**src/rtl/rf_wb_arbiter.sv**
```systemverilog
// rf_wb_arbiter: arbitrates ALU and load writebacks onto the single regfile write port.
// Define RF_WB_STARVE_GUARD_EN to force-grant the ALU after STARVE_MAX consecutive denials.
module rf_wb_arbiter #(
  parameter int STARVE_MAX = 3,
  parameter int CNT_W = 16
) (
  input  logic             clk,
  input  logic             reset_n,
  input  logic             alu_valid,
  input  logic [4:0]       alu_rd,
  input  logic [31:0]      alu_data,
  output logic             alu_ready,
  input  logic             ld_valid,
  input  logic [4:0]       ld_rd,
  input  logic [31:0]      ld_data,
  output logic             ld_ready,
  output logic             rf_we,
  output logic [4:0]       rf_wa,
  output logic [31:0]      rf_wd,
  output logic [CNT_W-1:0] conflict_cnt
);
  logic alu_win;
  if (STARVE_MAX < 1 || STARVE_MAX > 15) begin : g_bad_starve_max
    $error("STARVE_MAX must be in 1..15");
  end
`ifdef RF_WB_STARVE_GUARD_EN
  logic [3:0] starve_cnt;
  always_comb alu_win = alu_valid && (!ld_valid || starve_cnt == 4'(STARVE_MAX));
  always_ff @(posedge clk) begin
    if (!reset_n) starve_cnt <= '0;
    else if (!alu_valid || alu_ready) starve_cnt <= '0;
    else if (starve_cnt != 4'(STARVE_MAX)) starve_cnt <= starve_cnt + 4'd1;
  end
`else
  always_comb alu_win = alu_valid && !ld_valid;
`endif
  // Readies are forced low throughout reset so nothing is accepted and lost.
  assign alu_ready = reset_n && alu_win;
  assign ld_ready  = reset_n && ld_valid && !alu_win;
  always_ff @(posedge clk) begin
    if (!reset_n) begin
      rf_we        <= 1'b0;
      rf_wa        <= '0;
      rf_wd        <= '0;
      conflict_cnt <= '0;
    end else begin
      rf_we <= alu_ready ? |alu_rd : ld_ready ? |ld_rd : 1'b0;
      if (alu_ready || ld_ready) begin
        rf_wa <= alu_ready ? alu_rd : ld_rd;
        rf_wd <= alu_ready ? alu_data : ld_data;
      end
      if (alu_valid && ld_valid) conflict_cnt <= conflict_cnt + CNT_W'(1);
    end
  end
endmodule
```
**config.mk**
```make
export PLATFORM = sky130hd
export DESIGN_NAME = rf_wb_arbiter
export DESIGN_NICKNAME = d
export VERILOG_FILES = /design/src/rtl/rf_wb_arbiter.sv
export SDC_FILE = /design/constraint.sdc
export NUM_CORES = 1
export LEC_CHECK = 0
export CAP_MARGIN = 20
export CORE_MARGIN = 1
export CORE_UTILIZATION = 35
export DETAILED_ROUTE_END_ITERATION = 12
export GPL_ROUTABILITY_DRIVEN = 0
export HOLD_SLACK_MARGIN = 0.15
export PLACE_DENSITY_LB_ADDON = 0.15
export SKIP_LAST_GASP = 1
export SLEW_MARGIN = 5
export SYNTH_ARGS = -nofsm -noshare
export SYNTH_HDL_FRONTEND = slang
export SYNTH_SLANG_ARGS = --single-unit
```
**constraint.sdc**
```tcl
create_clock -name clk -period 2.2 [get_ports clk]
set_input_delay 0.33 -clock clk [delete_from_list [all_inputs] [get_ports clk]]
set_output_delay 0.33 -clock clk [all_outputs]
set_load 0.01 [all_outputs]
```
==> impl_metrics.yaml <==
run_status:
  status: "complete, no violations"
finish:
  nets: 497
  final_common_cell: "clkdlybuf4s50_1"
  final_cell_mix: "131 x clkdlybuf4s50_1, 84 x nor2_1, 54 x dfxtp_1"
  area_growth_pct: 60.3
  drive_gt1_share_pct: 4.06
  antenna_cells: 0
  finalInstanceArea_um2: 3930
  layout.cells.non_filler: 515
sta:
  holdWs_ns: 0.345
  fin_crit_ns: 1.96
  clock_skew_ns: 0.00463
  slew_headroom_pct: 53.3
  max_freq_ghz: 0.509
  slew_violations: 0
  tightest_slew_ns: 0.700
  setup_violations: 0
  finalHoldViolCount: 0
  rsz0062_at_grt: "no"
  setup_ws_ns: 0.237
  period_share_pct: 89.2
  setup_tns_ns: 0
setup_path:
  crit_start: "reset_n"
  path_class: "in -> out"
  startpoint_type: "input port"
  cp-endpoint: "alu_ready"
  r2r_start: "conflict_cnt[3]"
  cp_max_fo: 6
  r2r_cells: 4
  rrSetupSlack_ns: 0.52
  r2r_end: "conflict_cnt[13]"
  cp_data_required_time_ns: 1.87
  arrival_ns: 1.63
  end_kind: "output pin"
power_and_ir_drop:
  ir_drop_uv: 238
  cellLeakagePower_nw: 1.55
  p_per_area_nw_per_um2: 531
clock_network:
  cts_resized: 0
  cts_tree: "yes"
  cts_buffer_depth: 2
  ctsHoldBuffers: 0
  cts_sinks: 54
  postCtsSetupRepairBufs: 0
  htree_levels: 2
  insertion_delay_ns: 0.31
  cts_root_buf: "clkbuf_8"
  clk_pin_slew_ns: 0.10
  cts_buffers: 5
die:
  rows: 30
  initial_core_util_pct: 36.1
  die_area_um2: 7340
  io_pins: 134
  core_area_um2: 6790
  die_x_um: 85.7
  chipHeight_um: 85.7
routing:
  viasPerCell: 4.78
  drc_errors: 0
  wl_per_cell_um: 12.8
  first_iter_violations: 85
  firstDrtPassIters: 4
  via_count: 2463
  ant_nets: 0
  drt_wl_total_um: 6620
flow_run:
  cap_violations: 0
synth:
  syn_nets: 373
  ys_types: 30
  syn_area_um2: 2450
  synth_seq_cells: 54
  ys.flop_type: "dfxtp_1"
  async_flop_share_pct: 0
  yosysWarningCount: 0
  avgSynthCellArea_um2: 8.33
  netlist_instances: 294
  synth_edf_count: 0
  seq_area_frac_synth_pct: 44.1
placed_design:
  hpwl_um: 4700
  io_buffers: 133
  postPlaceCellArea_um2: 3830
  post-place-cells: 507
  dp_slack_ns: 0.251
global_routing:
  grt_max_degree: 76
  grt_pass1_wl_um: 11000
  grt_overflow: 0
  grt.total_usage_pct: 18.6
  antenna_found_initial: 0
  grt_pass1_vias: 2392
min_path:
  min_path_type: "in -> reg"
[layer usage]
metal | GRT usage, % | up-vias | wire (µm)
li1 | - | 1263 | -
met1 | 21.4 | 1117 | 2680
met4 | 6.21 | 0 | 120
met3 | 6.26 | 8 | 423
met5 | 0 | - | 0
met2 | 32.5 | 75 | 3390
[state kept, by name, summed over array words and instances, names as in the netlist]
name,count
conflict_cnt,16
rf_wa,5
rf_wd,32
rf_we,1
[power by group]
group / internal [mW] / switching [mW]
clock: 0.254 / 0.336
sequential: 1.03 / 0.0251
combinational: 0.271 / 0.176
total: 1.55 / 0.536
[cell families after synthesis]
kind of cell             Yosys count  synth area share, %
flip-flops                        54                 44.1
multiplexers                      37                 15.1
XOR/XNOR                           9                 3.22
AND/OR/NAND/NOR                  116                 20.9
buffers and inverters             24                 4.24
AO/OA/AOI/OAI                     53                 11.8
adder cells (fa/ha/maj)            1                0.511
[area by class of cell]
type                            instances  area [µm²]
Multi-Input combinational cell        216        1260
Clock inverter                          2        12.5
Inverter                                4        15.0
Timing Repair Buffer                  137        1350
Fill cell                             645        2870
Sequential cell                        54        1080
Tap cell                               96         120
Clock buffer                            6        82.6
[worst max-delay path, stage by stage]
cell and delay [ns]:
clkdlybuf4s50_1 0.57, and3_1 0.20, clkdlybuf4s50_1 0.53
[cell usage after synthesis, types with 2 or more instances]
library cell,count,share of area [%]
clkbuf_1,10,1.5
nor2_1,84,13
buf_2,5,1.0
nand2b_1,2,0.51
buf_1,4,0.61
and4_1,2,0.72
or4_1,5,1.5
nand3_1,8,1.6
nand4_1,4,1.0
a21oi_1,43,8.8
dfxtp_1,54,44
o41ai_1,2,0.72
nand2_1,5,0.77
mux2i_1,37,15
xor2_1,7,2.5
xnor2_1,2,0.72
inv_1,3,0.46
o21ai_0,2,0.41
o31ai_1,3,0.92
o311ai_0,2,0.72
[worst min-delay path by stage]
stage / start / endpoint / depth (start not counted)
6_report: ld_valid / conflict_cnt[1] / 3
5_1_grt: ld_valid / conflict_cnt[1] / 3
4_1_cts: ld_valid / conflict_cnt[1] / 3
3_5_place_dp: conflict_cnt[13] / conflict_cnt[13] / 2
3_3_place_gp: conflict_cnt[13] / conflict_cnt[13] / 2
2_1_floorplan: ld_rd[0] / rf_wa[0] / 2
[per-stage QoR]
step | utilization [%] | total power [mW]
5_1_grt | 57.8 | 2.20
2_1_floorplan | - | 1.26
4_1_cts | 57.8 | 2.13
6_report | 57.8 | 2.09
3_3_place_gp | 56.4 | 1.52
3_5_place_dp | 56.4 | 1.52
No activity file was read; power rests on OpenSTA's default activity.
